$ cat config.mk
export PLATFORM = sky130hd
export DESIGN_NAME = rv32i_lsu_flat
export DESIGN_NICKNAME = d
export VERILOG_FILES = /design/src/rtl/rv32i_pkg.sv /design/src/rtl/rv32i_lsu_if.sv /design/src/rtl/rv32i_lsu.sv /design/src/flat_wrapper.sv
export SDC_FILE = /design/constraint.sdc
export NUM_CORES = 1
export LEC_CHECK = 0
export ABC_AREA = 0
export CORE_AREA = 8 8 115 117
export DETAILED_ROUTE_END_ITERATION = 16
export DIE_AREA = 0 0 123 125
export HOLD_SLACK_MARGIN = 0.02
export PLACE_DENSITY = 0.88
export SLEW_MARGIN = 20
export SYNTH_ARGS = -nofsm -noshare
export SYNTH_HDL_FRONTEND = slang
export SYNTH_SLANG_ARGS = --single-unit
$ cat constraint.sdc
create_clock -name clk -period 3.55 [get_ports clk]
set_input_delay 0.5325 -clock clk [delete_from_list [all_inputs] [get_ports clk]]
set_output_delay 0.5325 -clock clk [all_outputs]
set_load 0.005 [all_outputs]
$ cat src/rtl/rv32i_pkg.sv
// Shared RV32I decode types consumed by the load/store unit.
package rv32i;

  typedef enum logic [1:0] {
    MEM_NONE  = 2'd0,
    MEM_LOAD  = 2'd1,
    MEM_STORE = 2'd2
  } mem_op_e;

  typedef enum logic [1:0] {
    RAM_MASK_B = 2'd0,
    RAM_MASK_H = 2'd1,
    RAM_MASK_W = 2'd2
  } ram_mask_e;

  typedef enum logic [2:0] {
    REG_MASK_B  = 3'd0,
    REG_MASK_BX = 3'd1,
    REG_MASK_H  = 3'd2,
    REG_MASK_HX = 3'd3,
    REG_MASK_W  = 3'd4
  } reg_mask_e;

endpackage

$ cat src/rtl/rv32i_lsu_if.sv
// Request, data-RAM bus and response signals of the LSU; slave = LSU side.
interface rv32i_lsu_if;
  import rv32i::*;

  logic        req_valid;
  logic        req_ready;
  mem_op_e     req_op;
  logic [31:0] req_addr;
  logic [31:0] req_wdata;
  ram_mask_e   req_ram_mask;
  reg_mask_e   req_reg_mask;

  logic        mem_valid;
  logic        mem_ready;
  logic        mem_we;
  logic [31:0] mem_addr;
  logic [3:0]  mem_be;
  logic [31:0] mem_wdata;
  logic        mem_rvalid;
  logic [31:0] mem_rdata;

  logic        rsp_valid;
  logic [31:0] rsp_rdata;
  logic        rsp_misaligned;
  logic        rsp_timeout;

  modport slave (
    input  req_valid, req_op, req_addr, req_wdata, req_ram_mask, req_reg_mask,
    output req_ready,
    output mem_valid, mem_we, mem_addr, mem_be, mem_wdata,
    input  mem_ready, mem_rvalid, mem_rdata,
    output rsp_valid, rsp_rdata, rsp_misaligned, rsp_timeout
  );

  modport master (
    output req_valid, req_op, req_addr, req_wdata, req_ram_mask, req_reg_mask,
    input  req_ready,
    input  mem_valid, mem_we, mem_addr, mem_be, mem_wdata,
    output mem_ready, mem_rvalid, mem_rdata,
    input  rsp_valid, rsp_rdata, rsp_misaligned, rsp_timeout
  );

endinterface

$ cat src/rtl/rv32i_lsu.sv
// RV32I load/store unit: lane alignment, byte enables, load extension over a handshaked RAM bus.
// Optional bus timeout enabled by defining RV32I_LSU_TIMEOUT_EN.
module rv32i_lsu
  import rv32i::*;
#(
  parameter int TIMEOUT_CYCLES = 16
) (
  input  logic        clk,
  input  logic        reset,
  rv32i_lsu_if.slave  bus
);

  if (TIMEOUT_CYCLES < 1) begin : g_param_chk
    $error("rv32i_lsu: TIMEOUT_CYCLES must be at least 1");
  end

  typedef enum logic [1:0] {
    S_IDLE,
    S_REQ,
    S_WAIT,
    S_RESP
  } state_e;

  state_e      state_q;
  logic        is_store_q;
  logic [1:0]  k_q;
  reg_mask_e   reg_mask_q;

  logic        mem_valid_q;
  logic        mem_we_q;
  logic [31:0] mem_addr_q;
  logic [3:0]  mem_be_q;
  logic [31:0] mem_wdata_q;

  logic        rsp_valid_q;
  logic [31:0] rsp_rdata_q;
  logic        rsp_mis_q;

`ifdef RV32I_LSU_TIMEOUT_EN
  localparam int TmoW = $clog2(TIMEOUT_CYCLES + 1);
  localparam logic [TmoW-1:0] TmoLoad = TmoW'(TIMEOUT_CYCLES);
  logic [TmoW-1:0] tmo_q;
  logic            rsp_to_q;
  logic            tmo_expire;
  assign tmo_expire = (tmo_q == TmoW'(1));
`endif

  // Request decode: lane enables, replicated store data, alignment judged by access size
  logic        misaligned;
  logic [3:0]  be_d;
  logic [31:0] wdata_d;

  always_comb begin
    misaligned = 1'b0;
    be_d       = 4'b1111;
    wdata_d    = bus.req_wdata;
    case (bus.req_ram_mask)
      RAM_MASK_B: begin
        be_d    = 4'b0001 << bus.req_addr[1:0];
        wdata_d = {4{bus.req_wdata[7:0]}};
      end
      RAM_MASK_H: begin
        misaligned = bus.req_addr[0];
        be_d       = bus.req_addr[1] ? 4'b1100 : 4'b0011;
        wdata_d    = {2{bus.req_wdata[15:0]}};
      end
      default: misaligned = |bus.req_addr[1:0];
    endcase
  end

  logic [31:0] rd_shift;
  logic [31:0] load_ext;

  always_comb begin
    rd_shift = bus.mem_rdata >> {k_q, 3'b000};
    load_ext = rd_shift;
    case (reg_mask_q)
      REG_MASK_B:  load_ext = {{24{rd_shift[7]}}, rd_shift[7:0]};
      REG_MASK_BX: load_ext = {24'h0, rd_shift[7:0]};
      REG_MASK_H:  load_ext = {{16{rd_shift[15]}}, rd_shift[15:0]};
      REG_MASK_HX: load_ext = {16'h0, rd_shift[15:0]};
      default:     load_ext = rd_shift;
    endcase
  end

  always_ff @(posedge clk) begin
    if (reset) begin
      state_q     <= S_IDLE;
      is_store_q  <= 1'b0;
      k_q         <= 2'b00;
      reg_mask_q  <= REG_MASK_W;
      mem_valid_q <= 1'b0;
      mem_we_q    <= 1'b0;
      mem_addr_q  <= 32'h0;
      mem_be_q    <= 4'h0;
      mem_wdata_q <= 32'h0;
      rsp_valid_q <= 1'b0;
      rsp_rdata_q <= 32'h0;
      rsp_mis_q   <= 1'b0;
`ifdef RV32I_LSU_TIMEOUT_EN
      tmo_q       <= '0;
      rsp_to_q    <= 1'b0;
`endif
    end else begin
      case (state_q)
        S_IDLE: begin
          if (bus.req_valid) begin
            is_store_q <= (bus.req_op == MEM_STORE);
            k_q        <= bus.req_addr[1:0];
            reg_mask_q <= bus.req_reg_mask;
            if (misaligned) begin
              // No bus access: answer straight away
              state_q     <= S_RESP;
              rsp_valid_q <= 1'b1;
              rsp_mis_q   <= 1'b1;
              rsp_rdata_q <= 32'h0;
            end else begin
              state_q     <= S_REQ;
              mem_valid_q <= 1'b1;
              mem_we_q    <= (bus.req_op == MEM_STORE);
              mem_addr_q  <= {bus.req_addr[31:2], 2'b00};
              mem_be_q    <= be_d;
              mem_wdata_q <= wdata_d;
`ifdef RV32I_LSU_TIMEOUT_EN
              tmo_q       <= TmoLoad;
`endif
            end
          end
        end
        S_REQ: begin
          if (bus.mem_ready) begin
            mem_valid_q <= 1'b0;
            if (is_store_q) begin
              state_q     <= S_RESP;
              rsp_valid_q <= 1'b1;
              rsp_rdata_q <= 32'h0;
            end else begin
              state_q <= S_WAIT;
`ifdef RV32I_LSU_TIMEOUT_EN
              tmo_q   <= TmoLoad;
`endif
            end
          end
`ifdef RV32I_LSU_TIMEOUT_EN
          else if (tmo_expire) begin
            mem_valid_q <= 1'b0;
            state_q     <= S_RESP;
            rsp_valid_q <= 1'b1;
            rsp_to_q    <= 1'b1;
            rsp_rdata_q <= 32'h0;
          end else begin
            tmo_q <= tmo_q - TmoW'(1);
          end
`endif
        end
        S_WAIT: begin
          if (bus.mem_rvalid) begin
            state_q     <= S_RESP;
            rsp_valid_q <= 1'b1;
            rsp_rdata_q <= load_ext;
          end
`ifdef RV32I_LSU_TIMEOUT_EN
          else if (tmo_expire) begin
            state_q     <= S_RESP;
            rsp_valid_q <= 1'b1;
            rsp_to_q    <= 1'b1;
            rsp_rdata_q <= 32'h0;
          end else begin
            tmo_q <= tmo_q - TmoW'(1);
          end
`endif
        end
        default: begin
          // RESP: single-cycle pulse, then reopen for requests
          state_q     <= S_IDLE;
          rsp_valid_q <= 1'b0;
          rsp_mis_q   <= 1'b0;
          rsp_rdata_q <= 32'h0;
`ifdef RV32I_LSU_TIMEOUT_EN
          rsp_to_q    <= 1'b0;
`endif
        end
      endcase
    end
  end

  assign bus.req_ready      = (state_q == S_IDLE);
  assign bus.mem_valid      = mem_valid_q;
  assign bus.mem_we         = mem_we_q;
  assign bus.mem_addr       = mem_addr_q;
  assign bus.mem_be         = mem_be_q;
  assign bus.mem_wdata      = mem_wdata_q;
  assign bus.rsp_valid      = rsp_valid_q;
  assign bus.rsp_rdata      = rsp_rdata_q;
  assign bus.rsp_misaligned = rsp_mis_q;
`ifdef RV32I_LSU_TIMEOUT_EN
  assign bus.rsp_timeout    = rsp_to_q;
`else
  assign bus.rsp_timeout    = 1'b0;
`endif

endmodule

$ cat src/flat_wrapper.sv
// flat-port wrapper written by rule: the top's interface ports become plain ports
module rv32i_lsu_flat import rv32i::*;
#(
  parameter int TIMEOUT_CYCLES = 16
)
  (clk, reset, bus_req_valid, bus_req_op, bus_req_addr, bus_req_wdata, bus_req_ram_mask, bus_req_reg_mask, bus_req_ready, bus_mem_valid, bus_mem_we, bus_mem_addr, bus_mem_be, bus_mem_wdata, bus_mem_ready, bus_mem_rvalid, bus_mem_rdata, bus_rsp_valid, bus_rsp_rdata, bus_rsp_misaligned, bus_rsp_timeout);
  rv32i_lsu_if bus_i ();
  input  logic clk;
  input  logic reset;
  input wire logic [$bits(bus_i.req_valid)-1:0] bus_req_valid;
  input wire logic [$bits(bus_i.req_op)-1:0] bus_req_op;
  input wire logic [$bits(bus_i.req_addr)-1:0] bus_req_addr;
  input wire logic [$bits(bus_i.req_wdata)-1:0] bus_req_wdata;
  input wire logic [$bits(bus_i.req_ram_mask)-1:0] bus_req_ram_mask;
  input wire logic [$bits(bus_i.req_reg_mask)-1:0] bus_req_reg_mask;
  output wire logic [$bits(bus_i.req_ready)-1:0] bus_req_ready;
  output wire logic [$bits(bus_i.mem_valid)-1:0] bus_mem_valid;
  output wire logic [$bits(bus_i.mem_we)-1:0] bus_mem_we;
  output wire logic [$bits(bus_i.mem_addr)-1:0] bus_mem_addr;
  output wire logic [$bits(bus_i.mem_be)-1:0] bus_mem_be;
  output wire logic [$bits(bus_i.mem_wdata)-1:0] bus_mem_wdata;
  input wire logic [$bits(bus_i.mem_ready)-1:0] bus_mem_ready;
  input wire logic [$bits(bus_i.mem_rvalid)-1:0] bus_mem_rvalid;
  input wire logic [$bits(bus_i.mem_rdata)-1:0] bus_mem_rdata;
  output wire logic [$bits(bus_i.rsp_valid)-1:0] bus_rsp_valid;
  output wire logic [$bits(bus_i.rsp_rdata)-1:0] bus_rsp_rdata;
  output wire logic [$bits(bus_i.rsp_misaligned)-1:0] bus_rsp_misaligned;
  output wire logic [$bits(bus_i.rsp_timeout)-1:0] bus_rsp_timeout;
  assign bus_i.req_valid = bus_req_valid;
  assign bus_i.req_op = bus_req_op;
  assign bus_i.req_addr = bus_req_addr;
  assign bus_i.req_wdata = bus_req_wdata;
  assign bus_i.req_ram_mask = bus_req_ram_mask;
  assign bus_i.req_reg_mask = bus_req_reg_mask;
  assign bus_req_ready = bus_i.req_ready;
  assign bus_mem_valid = bus_i.mem_valid;
  assign bus_mem_we = bus_i.mem_we;
  assign bus_mem_addr = bus_i.mem_addr;
  assign bus_mem_be = bus_i.mem_be;
  assign bus_mem_wdata = bus_i.mem_wdata;
  assign bus_i.mem_ready = bus_mem_ready;
  assign bus_i.mem_rvalid = bus_mem_rvalid;
  assign bus_i.mem_rdata = bus_mem_rdata;
  assign bus_rsp_valid = bus_i.rsp_valid;
  assign bus_rsp_rdata = bus_i.rsp_rdata;
  assign bus_rsp_misaligned = bus_i.rsp_misaligned;
  assign bus_rsp_timeout = bus_i.rsp_timeout;
  rv32i_lsu #(.TIMEOUT_CYCLES(TIMEOUT_CYCLES)) u_core (.clk(clk), .reset(reset), .bus(bus_i));
endmodule
# Word level (Yosys, flattened, before mapping)
# Index checks and enable logic that the tools add are counted.
[totals]
register_bits = 110
input_bits = 108
[op_classes]
reduce_logical = 12
bitwise_logic = 2
mux = 28
shift = 2
n_eq_ne = 13
[ops]
columns = ["operator", "n"]
rows = [
  ["2-to-1 mux 32 bit", 5],
  ["one-hot mux 32 bit (4 select lines)", 1],
  ["one-hot mux 32 bit (3 select lines)", 1],
  ["one-hot mux 32 bit (2 select lines)", 1],
  [">> shifter 32 x 5 -> 32 bit", 1],
  ["2-to-1 mux 1 bit", 9],
  ["AND reduction 3 bit", 3],
  ["2-to-1 mux 2 bit", 4],
  ["inequality test 2 bit (second input constant)", 4],
  ["one-hot mux 4 bit (2 select lines)", 1],
  ["equality test 3 x 2 -> 1 bit (second input constant)", 2],
  ["one-hot mux 1 bit (2 select lines)", 3],
  ["one-hot mux 2 bit (3 select lines)", 1],
  ["AND reduction 5 bit", 1],
  ["equality test 2 x 1 -> 1 bit (second input constant)", 2],
  ["equality test 2 bit (second input constant)", 2],
  ["logical NOT 2 bit", 2],
  ["2-to-1 mux 4 bit", 1],
  ["inequality test 2 x 1 -> 1 bit (second input constant)", 2],
  ["AND reduction 4 bit", 1],
  ["OR reduction 2 bit", 2],
  ["left shift 1 x 2 -> 4 bit (first input constant)", 1],
  ["equality test 3 x 1 -> 1 bit (second input constant)", 1],
  ["logical NOT 3 bit", 1],
  ["other kinds (4)", 5],
]

# Longest topological paths before layout
# Gate-level depths: netlist of run 1.
[logic_depth]
depth_word = 5
ltp_mapped = 8
ltp_nobuf = 6

# Least setup slack after synthesis of run 1
# OpenSTA, ideal clock, no wires.
[synth_timing]
path_type = "reg-to-reg"
start = "register u_core.state_q[0]"
end = "register u_core.rsp_rdata_q[17] (netlist: u_core.bus.rsp_rdata[17])"
setup_time_ps = 126
synth_period_minus_slack_ps = 1869
setup_slack_ps = 1681
required_time_ps = 3424
path_stages_with_launch = 8
arrival_ps = 1744
path_buffers = 2
path_cell_list = "dfxtp_1 inv_1 ha_1 buf_2 a221o_1 nor2_2 buf_2 a31oi_1"
[synth_between]
elab_chain_len = 3
[synth_rtl]
columns = ["element", "line", "text"]
rows = [
  ["from (decl)", "rv32i_lsu.sv:24", "state_e state_q;"],
  ["from (signal assigned)", "rv32i_lsu.sv:88", "state_q <= S_IDLE;"],
  ["from (signal assigned)", "rv32i_lsu.sv:113", "state_q <= S_RESP;"],
  ["from (signal assigned)", "rv32i_lsu.sv:118", "state_q <= S_REQ;"],
  ["logical NOT 2 bit *", "n/a", ""],
  ["named net bus_req_ready", "flat_wrapper.sv:16", "output wire logic [$bits(bus_i.req_ready)-1:0] bus_req_ready;"],
  ["inequality test 2 x 1 -> 1 bit (no line) or inequality test 2 bit (tied branches)", "n/a", ""],
  ["AND reduction 5 bit (no line)", "n/a", ""],
  ["to (signal assigned)", "rv32i_lsu.sv:160", "rsp_rdata_q <= load_ext;"],
  ["to (decl)", "rv32i_lsu.sv:36", "logic [31:0] rsp_rdata_q;"],
]
# Mark *: on every way through the listed nets, which the timed path passes. The rest lies on a longest branch.
# A chain may end at the register's enable or synchronous reset.

# Worst setup path after layout of run 1
[layout_timing]
start = "register u_core.state_q[0]"
end = "register u_core.rsp_rdata_q[28] (netlist: u_core.bus.rsp_rdata[28])"
[layout_between]
elab_chain_len = 3
[layout_rtl]
columns = ["element", "line", "text"]
rows = [
  ["equality test 2 x 1 -> 1 bit, or another cell as far along", "rv32i_lsu.sv:105", "case (state_q)"],
  ["inequality test 2 x 1 -> 1 bit (no line) or inequality test 2 bit (tied branches)", "n/a", ""],
  ["AND reduction 5 bit (no line)", "n/a", ""],
]
# Parallel ways exist; a longest one is shown, timed or not.

==> metrics.md, run 1 <==
| Metric | Value |
|---|---|
| Layout area overhead | 46.9% |
| Hold_buf cts | 0 |
| Largest family of logic cells by synthesized area | compound AO/OA/AOI/OAI gates |
| Critical path buffers and inverters | 1 |
| First-pass GRT wire length | 28200 um |
| Final critical-path share of the clock period | 74.2% |
| CP Data Arrival Time | between 2000 and 3000 ps |
| Max-cap violations | 0 |
| Outcome | completed |
| DIE HEIGHT | 125 um |
| Seq cells post-synth | 110 |
| Worst r2r src | u_core.state_q[0] |
| Synth top area cells | dfxtp_1 (42%), a21oi_1 (8.8%), nand2_1 (8.5%) |
| Register area share after synthesis | 42.3% |
| Final Hold Fails | 0 |
| Top cell type's share of synthesized area | 42.3% |
| Synthesized area | 5200 um2 |
| Fin Hold WS | roughly 460 ps |
| # nets final | 902 |
| Largest net degree at the start of global routing | 111 |
| CP required | 3730 ps |
| WL/cell | 19.6 um |
| Leak pwr | 2.69 nW |
| Clk root buf | clkbuf_16 |
| IO Port Bufs | 210 |
| Setup Crit Path Kind | reg -> reg |
| Critical path's top delay family | simple AND/OR/NAND/NOR gates |
| Boundary Pins | 214 |
| Mapped Cells | slightly above 600 |
| Setup Skew | 8.10 ps |
| Area of the multi-input gates | 2710 um2 |
| Slew Limit Fails | 0 |
| Reg area | 2200 um2 |
| Fill cells | 920 |
| Standard-cell rows | 40 |
| Count of cell types in the netlist | 47 |
| CTS tree | done |
| Layout cells sized above 1 | 6.42% |
| Initial Util | approximately 45% |
| CTS Buffer Depth | 2 |
| Post-synthesis async set-or-reset flop share | 0% |
| Synth Warn # | 0 |
| Number of synthesized flops with an enable pin | 0 |
| Num CTS Buffers | 9 |
| Crit-path max cell delay | 620 ps |
| Total GRT Usage | 22.9% |
| Total iterations of the first detailed-routing run | 5 |
| F_max | between 300 and 400 MHz |
| Slew HR | 29.4% |
| Antenna violations before repair | 0 |
| CTS resizes | 0 |
| Number of global-route vias before repair | between 5000 and 6000 |
| DRT iter0 DRCs | 655 |
| Most used DFF post-synth | dfxtp_1 |
| Syn avg cell area | 8.48 um2 |
| Post-synthesis mux area share | around an eighth |
| Die X | 123 um |
| Setup Fix Bufs, Post-CTS | 0 |
| Synth area leader | dfxtp_1 |
| # clock sinks | between 100 and 150 |
| Synth Area in Compound Gates | 20.3% |
| Critical-path cell list | inv_1 -> ha_1 -> nor2b_1 -> a221o_1 -> nor2_2 -> a31oi_1 |
| Peak VDD IR | 0.272 mV |
| Min Tclk post-route | 2640 ps |
| Synth Area in Adders | 0.962% |
| Routability Congestion | slightly above 0.9 |
| Crit-path max FO | 17 |
| Worst-margin pin slew | 1060 ps |
| Crit end category | register |
| Simple-gate area share of the yosys netlist | between 10% and 20% |
| Diode count | 0 |
| Final setup violating endpoints | 0 |
| DP Wirelength | 13700 um |
| Worst-skew pair later-pin latency | 340 ps |
| Core area | 11600 um2 |
| Crit-path slowest cell | nor2_2 |
| Most instantiated cells after synthesis | nand2_1 (118), dfxtp_1 (110), a21oi_1 (91) |
| Total Power | 4.48 mW |
| DR vias | ~5400 |
| H-tree Lvls | 3 |
| Setup TNS | 0 ps |
| Most frequent cell after synthesis | nand2_1 |
| Setup crit start kind | register |
| Worst Setup SP | u_core.state_q[0] |
| # DRC | 0 |
| Final ANT Viol Nets | 0 |
| Hold path start | u_core.bus.mem_wdata[6] |
| Total gr overflow | 0 |
| Worst hold-check path type | reg -> reg |
| Post-Synth XOR/XNOR Area | 0% |
| Pwr Density | slightly below 600 nW/um2 |
| Clock transition at path regs | around 80 ps |
| Vias per cell | 5.77 |
| Routed wire length | around 18000 um |
| Total Die Area | 15400 um2 |
| RSZ-0062 raised after global routing | no |
registers in the layout, summed over array words and instances, names as in the netlist:
register	cells
u_core.k_q	2
u_core.bus.rsp_valid	1
u_core.reg_mask_q	3
u_core.bus.rsp_rdata	32
u_core.state_q	2
u_core.bus.mem_we	1
u_core.bus.mem_valid	1
u_core.bus.mem_be	4
u_core.bus.rsp_misaligned	1
u_core.bus.mem_wdata	32
u_core.bus.mem_addr	30
u_core.is_store_q	1
power by group:
| part | internal [mW] | switching, mW |
|---|---|---|
| logic | 0.898 | 0.941 |
| registers | 1.47 | 0.154 |
| clock network | 0.553 | 0.459 |
kinds of logic (layout without fill, tap and decap cells):
kind of cell	after synthesis	count (layout)
adders and majority gates	4	4
AOI/OAI and AO/OA	175	175
buffers and inverters	64	244
other	1	3
DFF	110	110
muxes	50	50
and+or+nand+nor	209	209
worst paths after layout:
| kind | to | slack, ps | depth (start not counted) |
|---|---|---|---|
| worst min register to register | u_core.bus.mem_wdata[6] | 460 | 2 |
| worst min-delay path | u_core.bus.mem_wdata[6] | 460 | 2 |
| worst max register to register | u_core.bus.rsp_rdata[28] | 910 | 6 |
| worst max-delay path | u_core.bus.rsp_rdata[28] | 910 | 6 |
metal layers:
layer  GRT usage, %  routed length (um)  up-vias
li1               -                   -     2522
met1           24.8                6610     2553
met2           39.0                8850      317
met3           10.9                2610       45
met4           6.17                 414        0
met5              0                   0        -
cell type report:
class	instances	area share [%]
repair buffers	223	29.2
well taps	147	2.41
inverters	5	0.246
clock inverters	6	0.933
multi-input cells	441	35.4
clock buffers	10	3.00
flip-flops and latches	110	28.8
worst min-delay path, cell delays in order (launching register included):
cell	delay (ps)
dfxtp_1	310
nand2_1	50
a21oi_1	50
cell usage in the layout, fill, tap and decap left out, drive strengths merged, types with 2 or more instances in the layout:
cell / instances
a21o: 2
dfxtp: 110
mux2: 10
nor2: 25
conb: 3
buf: 14
clkinv: 3
o211ai: 15
mux2i: 33
nand2: 118
nand4: 15
nor2b: 19
ha: 4
or2: 2
a211oi: 18
a221o: 2
clkinvlp: 2
nand3b: 9
nor3b: 2
a21oi: 91
clkdlybuf4s50: 209
o21ai: 19
a31oi: 17
nand3: 6
or3: 2
a311oi: 4
inv: 5
nand2b: 4
mux4: 7
clkbuf: 10
nor3: 2
o2111ai: 2
and3: 2
metrics by stage:
step	cell area (um2)	std cells	utilization [%]	setup WS (ps)
floorplan	5210	615	-	1680
global placement	7310	925	63.0	821
detailed placement	7310	925	63.0	659
CTS	7610	941	65.6	943
global route	7640	942	65.8	742
finish	7640	942	65.8	915
No activity file was read; power rests on OpenSTA's default activity.
==> inputs of run 2 (changes only) <==
CORE_AREA = 8 8 119 121   (was 8 8 115 117)
DIE_AREA = 0 0 127 129   (was 0 0 123 125)
PLACE_DENSITY = 0.83   (was 0.88)
clock period = 2.46 ns   (was 3.55 ns; I/O delays follow)
==> run 2 against run 1 <==
  * Register-to-register slack worse by 610 ps
  * Clock power up 62%
  * Flip-flop and latch count is the same
  * Critical endpoint is now bus_req_ready
  * Sequential share of layout area fell by 0.40 points
  * Highest routed layer unchanged
  * Largest cell class unchanged
==> metrics.md, run 2 (synthesis gave the netlist of run 1 again) <==
| Metric | Value |
|---|---|
| Min Tclk post-route | 2270 ps |
| Met1 Usage GRT | 23.6% (-1.2 points) |
| Hold endpoint | u_core.k_q[0] |
| Leak pwr | 2.76 nW (+2.7%) |
| Hold_buf cts | 0 (unchanged) |
| # nets final | 911 (+1.0%) |
| Standard-cell rows | 41 (+2.5%) |
| Setup Fix Bufs, Post-CTS | 0 (unchanged) |
| Setup Crit Path Kind | reg -> out |
| Number of global-route vias before repair | 5364 (-0.85%) |
| DP Wirelength | 14000 um (+2.5%) |
| Worst r2r src | u_core.state_q[0] |
| Layout area overhead | 49.0% |
| CP required | 2090 ps (-1640 ps) |
| Reg area | 2200 um2 (unchanged) |
| Hold path start | reset |
| Clock transition at path regs | 80 ps (about the same) |
| Fill cells | 1029 (+12%) |
| DIE HEIGHT | 129 um (+3.2%) |
| Slew HR | 64.4% (+35 points) |
| DR vias | 5357 (-1.5%) |
| Crit end category | output port |
| Vias per cell | 5.62 (-2.7%) |
| Boundary Pins | 214 (unchanged) |
| Total GRT Usage | 21.9% (-0.98 points) |
| Final setup violating endpoints | 0 (unchanged) |
| # clock sinks | 110 (unchanged) |
| Worst-margin pin slew | 533 ps (-524 ps) |
| Routed wire length | 18400 um (-0.24%) |
| Worst hold stages | 2 (unchanged) |
| Setup TNS | 0 ps (unchanged) |
| IO Port Bufs | 210 (unchanged) |
| Routability Congestion | 0.902 (-0.89%) |
| Most common cell after layout, fill and taps aside | clkdlybuf4s50_1 |
| Slew Limit Fails | 0 (unchanged) |
| Fin Hold WS | 401 ps (-57.2 ps) |
| Final Hold Fails | 0 (unchanged) |
| # DRC | 0 (unchanged) |
| Worst hold-check path type | in -> reg |
| Pwr Density | 867 nW/um2 (+48%) |
| Busiest grt layer | met2 |
| Area of the multi-input gates | 2710 um2 (unchanged) |
| Setup Skew | 7.72 ps (-0.374 ps) |
| CP Data Arrival Time | 1900 ps (-920 ps) |
| Crit-path max FO | 10 (-7) |
| Max-cap violations | 0 (unchanged) |
| Setup crit start kind | register |
| Layout cells sized above 1 | 7.59% (+1.2 points) |
| R2R Setup Slk | 300 ps (-610 ps) |
| Reg2Reg Depth | 5 (-1) |
| Clk root buf | clkbuf_16 |
| Largest net degree at the start of global routing | 77 (-31%) |
| Grt met3 use | 10.1% (-0.84 points) |
| GR Util met2 | 36.9% (-2.1 points) |
| Total Die Area | 16400 um2 (+6.6%) |
| Commonest non-fill, non-tap cells in the layout | clkdlybuf4s50_1 (209), nand2_1 (118), dfxtp_1 (110), a21oi_1 (90), mux2i_1 (33) |
| WL/cell | 19.3 um (-1.5%) |
| RR Endpoint | u_core.bus.rsp_rdata[20] |
| CTS tree | done |
| Final critical-path share of the clock period | just over 90% |
| Worst-skew pair later-pin latency | 360 ps (+20 ps) |
| Outcome | completed |
| Diode count | 0 (unchanged) |
| CTS resizes | 0 (unchanged) |
| CTS Buffer Depth | 2 (unchanged) |
| First-pass GRT wire length | 28400 um (+0.96%) |
| Peak VDD IR | 0.467 mV (+71%) |
| Final ANT Viol Nets | 0 (unchanged) |
| F_max | ~440 MHz |
| Core area | 12300 um2 (+6.0%) |
| DRT iter0 DRCs | 591 (-9.8%) |
| Total gr overflow | 0 (unchanged) |
| Num CTS Buffers | 9 (unchanged) |
| Initial Util | 42.2% (-2.5 points) |
| RSZ-0062 raised after global routing | no |
| Die X | 127 um (+3.3%) |
| H-tree Lvls | 3 (unchanged) |
| Total iterations of the first detailed-routing run | 6 (+1) |
| Worst Setup SP | u_core.state_q[0] |
| Antenna violations before repair | 0 (unchanged) |
==> run 2: cell count changes in the layout (fill, tap and decap cells not counted), sizes merged <==
cell and change:
clkinvlp -2, clkbuf -1, bufinv +1, buf +9, inv +2
==> run 2: layer usage <==
metal / vias up / share of wire (%)
li1: 2537 / -
met1: 2504 / 38
met3: 34 / 12
met2: 282 / 47
met4: 0 / 2.5
met5: - / 0
==> run 2: worst max-delay path by stage <==
stage,end,slack (ps),depth (start not counted)
finish,bus_req_ready,190,4
global route,bus_req_ready,70,4
CTS,bus_req_ready,170,4
detailed placement,u_core.bus.mem_wdata[30],180,5
global placement,u_core.bus.mem_wdata[30],240,5
floorplan,u_core.bus.rsp_rdata[17],590,7
==> run 2: cell type report <==
class | instances | area share [%]
clock buffer | 9 | 2.91
clock inverter | 7 | 1.36
inverter | 5 | 0.242
multi-input combinational | 441 | 34.9
sequential | 110 | 28.4
tap | 150 | 2.42
timing repair buffer | 232 | 29.7
==> run 2: power by group <==
part	internal, mW	leakage (nW)	total [mW]	switching, mW
combinational	1.38	1.70	2.75	1.38
clock	0.912	0.164	1.64	0.725
sequential	2.12	0.901	2.33	0.203
==> run 2: critical path, cell delays in order, from the launching register on <==
cell and delay, ps:
dfxtp_1 350, inv_1 100, ha_1 360, buf_4 210, clkdlybuf4s50_1 520
==> run 2: metrics by stage <==
stage | util (%) | power (mW) | instances | worst slack, ps | area, um2
2_1_floorplan | - | 3.81 | 615 | 591 | 5210
3_3_place_gp | 60.2 | 5.01 | 938 | 243 | 7420
3_5_place_dp | 60.2 | 5.10 | 938 | 176 | 7420
4_1_cts | 62.9 | 6.73 | 954 | 174 | 7750
5_1_grt | 62.9 | 7.07 | 954 | 69.7 | 7750
6_report | 62.9 | 6.72 | 954 | 188 | 7750
==> inputs of run 3 (changes only) <==
CORE_AREA = 8 8 131 133   (was 8 8 119 121)
DIE_AREA = 0 0 139 141   (was 0 0 127 129)
PLACE_DENSITY = 0.7   (was 0.83)
SKIP_LAST_GASP = 1   (was default)
==> run 3 against run 2 <==
  * Cell area grew 0.44%
  * Sequential power about the same
  * Global-route usage fell by 3.3 points
  * Critical endpoint unchanged
  * Largest cell class unchanged
  * Largest power group unchanged
  * Highest routed layer unchanged
==> metrics.md, run 3 (synthesis gave the netlist of run 1 again) <==
| Metric | Value |
|---|---|
| Outcome | completed |
| Total gr overflow | 0 (unchanged) |
| RR Endpoint | u_core.bus.rsp_rdata[23] |
| Die X | 139 um (+9.4%) |
| Min Tclk post-route | 2220 ps (-55.2 ps) |
| Hold endpoint | u_core.bus.mem_addr[17] |
| Length of routed met2 wiring | 8110 um (-6.5%) |
| F_max | 451 MHz (+2.5%) |
| RSZ-0062 raised after global routing | no |
| Layout cells sized above 1 | 7.59% (unchanged) |
| Antenna violations before repair | 0 (unchanged) |
| DR vias | 5151 (-3.8%) |
| CTS resizes | 0 (unchanged) |
| Crit-path slowest cell | clkdlybuf4s50_1 |
| Largest net degree at the start of global routing | 57 (-26%) |
| Fill cells | 1423 (+38%) |
| First-pass GRT wire length | 28900 um (+1.8%) |
| Diode count | 0 (unchanged) |
| Standard-cell rows | 45 (+9.8%) |
| Peak VDD IR | 0.372 mV (-20%) |
| CTS tree | done |
| Final Hold Fails | 0 (unchanged) |
| IO Port Bufs | 210 (unchanged) |
| Setup Fix Bufs, Post-CTS | 0 (unchanged) |
| Vias per cell | 5.19 (-7.5%) |
| Worst-skew pair later-pin latency | 360 ps (about the same) |
| Final Instance Area | 7780 um2 (+0.44%) |
| Reg2Reg Depth | 5 (unchanged) |
| # nets final | 911 (unchanged) |
| Final critical-path share of the clock period | 90.1% (-2.2 points) |
| CP required | 2090 ps (about the same) |
| Setup TNS | 0 ps (unchanged) |
| R2R Setup Slk | 290 ps (about the same) |
| Hold_buf cts | 0 (unchanged) |
| DRT iter0 DRCs | 338 (-43%) |
| Critical-path cell list | inv_1 -> ha_1 -> buf_4 -> clkdlybuf4s50_1 |
| Setup Skew | 6.48 ps (-1.24 ps) |
| Initial Util | 34.7% (-7.5 points) |
| WL/cell | 18.6 um (-3.8%) |
| Leak pwr | 2.75 nW (-0.48%) |
| H-tree Lvls | 3 (unchanged) |
| DP Wirelength | 13500 um (-3.9%) |
| Final setup violating endpoints | 0 (unchanged) |
| # clock sinks | 110 (unchanged) |
| Worst hold stages | 2 (unchanged) |
| Routability Congestion | 0.800 (-11%) |
| Max-cap violations | 0 (unchanged) |
| Total Die Area | 19600 um2 (+20%) |
| Final ANT Viol Nets | 0 (unchanged) |
| Total iterations of the first detailed-routing run | 5 (-1) |
| Clock transition at path regs | 80 ps (about the same) |
| Pwr Density | 842 nW/um2 (-2.8%) |
| Worst-margin pin slew | 624 ps (+90.7 ps) |
| Met3 wire len | 2300 um (+2.5%) |
| Num CTS Buffers | 9 (unchanged) |
| Hold path start | u_core.bus.mem_addr[17] |
| Total GRT Usage | 18.6% (-3.3 points) |
| # DRC | 0 (unchanged) |
| Setup crit start kind | register |
| Setup Crit Path Kind | reg -> out |
| Boundary Pins | 214 (unchanged) |
| Slew HR | 58.4% (-6.0 points) |
| Worst r2r src | u_core.state_q[0] |
| Commonest non-fill, non-tap cells in the layout | clkdlybuf4s50_1 (209), nand2_1 (118), dfxtp_1 (110), a21oi_1 (90), mux2i_1 (33) |
| Crit end category | output port |
| Number of global-route vias before repair | 5115 (-4.6%) |
| Clk root buf | clkbuf_16 |
| Slew Limit Fails | 0 (unchanged) |
| Layout area overhead | 49.6% |
| Crit-path max FO | 8 (-2) |
| Worst hold-check path type | reg -> reg |
| Most common cell after layout, fill and taps aside | clkdlybuf4s50_1 |
| Core area | 15000 um2 (+22%) |
| DP Area | 7480 um2 (+0.81%) |
| Routed wire length | 18500 um (about the same) |
| Uppermost layer routed | met4 |
| Met1 WL | 7850 um (+11%) |
| Crit-path max cell delay | 530 ps (about the same) |
| CTS Buffer Depth | 2 (unchanged) |
| CP Data Arrival Time | 1850 ps (-50 ps) |
| DIE HEIGHT | 141 um (+9.3%) |
## run 3: changes by cell type in the layout (fill, tap and decap cells not counted), sizes merged
| cell | previous run | this run |
|---|---|---|
| bufinv | 2 | 0 |
| inv | 7 | 6 |
| clkinv | 3 | 6 |
## run 3: report_power, final
group / leakage [nW] / switching, mW / internal [mW]
sequential: 0.901 / 0.198 / 2.12
combinational: 1.70 / 1.37 / 1.38
clock: 0.148 / 0.754 / 0.722
## run 3: per-stage QoR
stage	worst slack [ps]	utilization (%)	power (mW)	hold slack, ps	instances
final	243	52.0	6.56	456	992
after global routing	122	52.0	6.98	477	992
after CTS	209	52.0	6.63	457	992
after detailed placement	264	49.9	5.13	446	976
after global placement	308	49.9	5.10	441	976
after floorplan	591	-	3.81	453	615
## run 3: how the worst max path moves through the flow
stage	startpoint	to	slack, ps	depth (start not counted)
2_1_floorplan	u_core.state_q[0]	u_core.bus.rsp_rdata[17]	590	7
3_3_place_gp	bus_mem_rdata[23]	u_core.bus.rsp_rdata[30]	310	5
3_5_place_dp	bus_req_addr[0]	u_core.bus.rsp_rdata[17]	260	6
4_1_cts	u_core.state_q[0]	bus_req_ready	210	4
5_1_grt	u_core.state_q[0]	u_core.bus.rsp_rdata[31]	120	5
6_report	u_core.state_q[0]	bus_req_ready	240	4
## run 3: per-layer routing
layer,vias to the layer above,track usage [%]
met3,13,9.05
met4,0,5.08
met1,2356,23.1
li1,2551,-
met5,-,0
met2,231,28.2
## run 3: worst max-delay path: cells and delay by family, from the launching register on
kind	cells	cell delay, ps
buffers and inverters	3	840
adder cells (fa/ha/maj)	1	300
flip-flops	1	350
## run 3: layout make-up
cell class | instances | area (um2) | area share, %
sequential | 110 | 2200 | 28.3
clock buffer | 9 | 225 | 2.89
timing repair buffer | 232 | 2310 | 29.7
tap | 188 | 235 | 3.02
clock inverter | 7 | 78.8 | 1.01
inverter | 5 | 18.8 | 0.241
multi-input combinational | 441 | 2710 | 34.8
==> patch: new RTL, flow settings as in run 1 <==
Build with the macro `RV32I_LSU_TIMEOUT_EN` defined.
--- a/src/rtl/rv32i_lsu.sv
+++ b/src/rtl/rv32i_lsu.sv
@@ -1,5 +1,7 @@
 // RV32I load/store unit: lane alignment, byte enables, load extension over a handshaked RAM bus.
 // Optional bus timeout enabled by defining RV32I_LSU_TIMEOUT_EN.
+`define RV32I_LSU_TIMEOUT_EN
+
 module rv32i_lsu
   import rv32i::*;
 #(
Function: same outputs for any inputs over 4 cycles, from zero or initial values and one cycle with reset high; that may be too few to reach the edited logic, so the function may still have changed.
==> patch against run 1 <==
- setup slack lost 0.027 ns
- sequential cell count grew 6
- critical path type unchanged
- power grew 10%
- largest cell class unchanged
- die area is the same
- cell area grew 7.5%
- synthesized area grew 5.0%
- hold slack lost 0.0014 ns
- synthesized cell count grew 2.3%
- wire length grew 1.9%
- highest routed layer unchanged
- critical endpoint is now u_core.bus.rsp_rdata[18]$_SDFFE_PP0P_
- via count grew 4.7%
==> patch: results (changes against run 1) <==
| Metric | Value |
|---|---|
| R2R Path End | `u_core.bus.rsp_rdata[18]$_SDFFE_PP0P_` |
| Met3 WL | `2.32 mm (-11%)` |
| Critical Path AT | `3.01 ns (+0.19 ns)` |
| Hold Path Origin | `u_core.bus.mem_addr[12]$_SDFFE_PP0P_` |
| Max Clock Skew | `0.0105 ns (+0.00241 ns)` |
| Leak | `2.97 nW (+10%)` |
| Hold_ws | `0.457 ns (-0.00137 ns)` |
| IO buf count | `211 (+0.48%)` |
| Fillers | `817 (-11%)` |
| Pin count of the biggest net entering global routing | `86 (-23%)` |
| Num CTS Buffers | `17 (+8)` |
| H-tree levels | `4 (+1)` |
| Synth Area in Compound Gates | `24.7% (+4.4 points)` |
| Relative slew slack | `31.8% (+2.3 points)` |
| Drt via density | `5.83 (+1.0%)` |
| Vias in the first global route | `5934 (+9.7%)` |
| Clk slew on worst S/H paths | `0.05 ns (-0.03 ns)` |
| First-pass GRT wire length | `29.8 mm (+5.7%)` |
| CP max FO | `24 (+7)` |
| Layout cell share with drive strength beyond 1 | `6.88% (+0.46 points)` |
| Sequential-to-total area share from yosys stat | `42.5% (+0.18 points)` |
| Max IR drop VDD | `0.000374 V (+37%)` |
| FF-to-FF Start | `u_core.state_q[0]$_SDFFE_PP0N_` |
| Skew-Pair Late Insertion Delay | `0.41 ns (+0.07 ns)` |
| Drt first-iter violations | `571 (-13%)` |
| GRT Util Overall | `24.0% (+1.0 points)` |
| Outcome | `completed` |
| Final nets | `932 (+3.3%)` |
| Top cells by area, synth | `dfxtp_1 (43%), nand2_1 (7.8%), mux2i_1 (7.7%), a21oi_1 (6.4%), a221o_1 (2.7%)` |
| Post-synth top cells | `dfxtp_1 (116), nand2_1 (114), a21oi_1 (70)` |
| Gpl congestion | `0.907 (-0.33%)` |
| R2R Setup Slk | `0.89 ns (-0.03 ns)` |
[patch: changes by cell type after synthesis, moves of 11 or more]
cell              run 1  this run
a21oi_1              91        70
nor2b_1              19         2
o2bb2ai_1             0        16
inv_1                 4        19
a31oi_1              17         3
nand4_1              15         1
a221o_1               2        15
buf_2                20         9
[patch: stage by stage]
stage / cells / setup WS (ns) / area [um^2] / total power (W)
after floorplan: 628 / 1.49 / 5460 / 0.00252
after global placement: 945 / 0.719 / 7610 / 0.00313
after detailed placement: 945 / 0.676 / 7610 / 0.00319
after CTS: 976 / 0.921 / 8210 / 0.00494
after global routing: 976 / 0.765 / 8210 / 0.00517
final: 976 / 0.887 / 8210 / 0.00493
[patch: worst max path at each step]
| stage | endpoint | slack (ns) | start | cells after the start |
|---|---|---|---|---|
| 2_1_floorplan | u_core.bus.rsp_rdata[19]$_SDFFE_PP0P_ | 1.49 | u_core.state_q[0]$_SDFFE_PP0N_ | 8 |
| 3_3_place_gp | u_core.bus.rsp_rdata[22]$_SDFFE_PP0P_ | 0.72 | bus_req_addr[0] | 5 |
| 3_5_place_dp | u_core.bus.rsp_rdata[16]$_SDFFE_PP0P_ | 0.68 | bus_req_addr[0] | 5 |
| 4_1_cts | u_core.bus.rsp_rdata[18]$_SDFFE_PP0P_ | 0.92 | u_core.state_q[0]$_SDFFE_PP0N_ | 6 |
| 5_1_grt | u_core.bus.rsp_rdata[10]$_SDFFE_PP0P_ | 0.76 | u_core.state_q[0]$_SDFFE_PP0N_ | 6 |
| 6_report | u_core.bus.rsp_rdata[18]$_SDFFE_PP0P_ | 0.89 | u_core.state_q[0]$_SDFFE_PP0N_ | 6 |
[patch: worst max-delay path, cell delays in order (launching register included)]
cell      delay, ns
dfxtp_1        0.36
inv_1          0.12
ha_1           0.40
a21bo_2        0.30
o211ai_1       0.36
o21a_1         0.77
a221o_1        0.29
[patch: kinds of logic after synthesis]
logic type	count (synthesis)
fa+ha+maj	7
mux	51
buf+inv	70
compound gates	192
flops	116
simple gates	190
other cells	1
[patch: cell type report]
type	count	share of cell area (%)
Inverter	22	1.01
Sequential cell	116	28.3
Clock buffer	24	6.23
Clock inverter	7	1.16
Timing Repair Buffer	218	26.4
Multi-Input combinational cell	442	34.7
Tap cell	147	2.24
[patch: where the power goes]
part	leakage, nW	internal, W	switching [W]
combinational	1.73	0.000717	0.000884
clock	0.287	0.00114	0.000594
sequential	0.944	0.00147	0.000126
[patch: metal layers]
| metal | track usage, % | vias up |
|---|---|---|
| li1 | - | 2658 |
| met4 | 9.50 | 0 |
| met5 | 0 | - |
| met3 | 10.7 | 32 |
| met1 | 26.2 | 2707 |
| met2 | 39.6 | 294 |
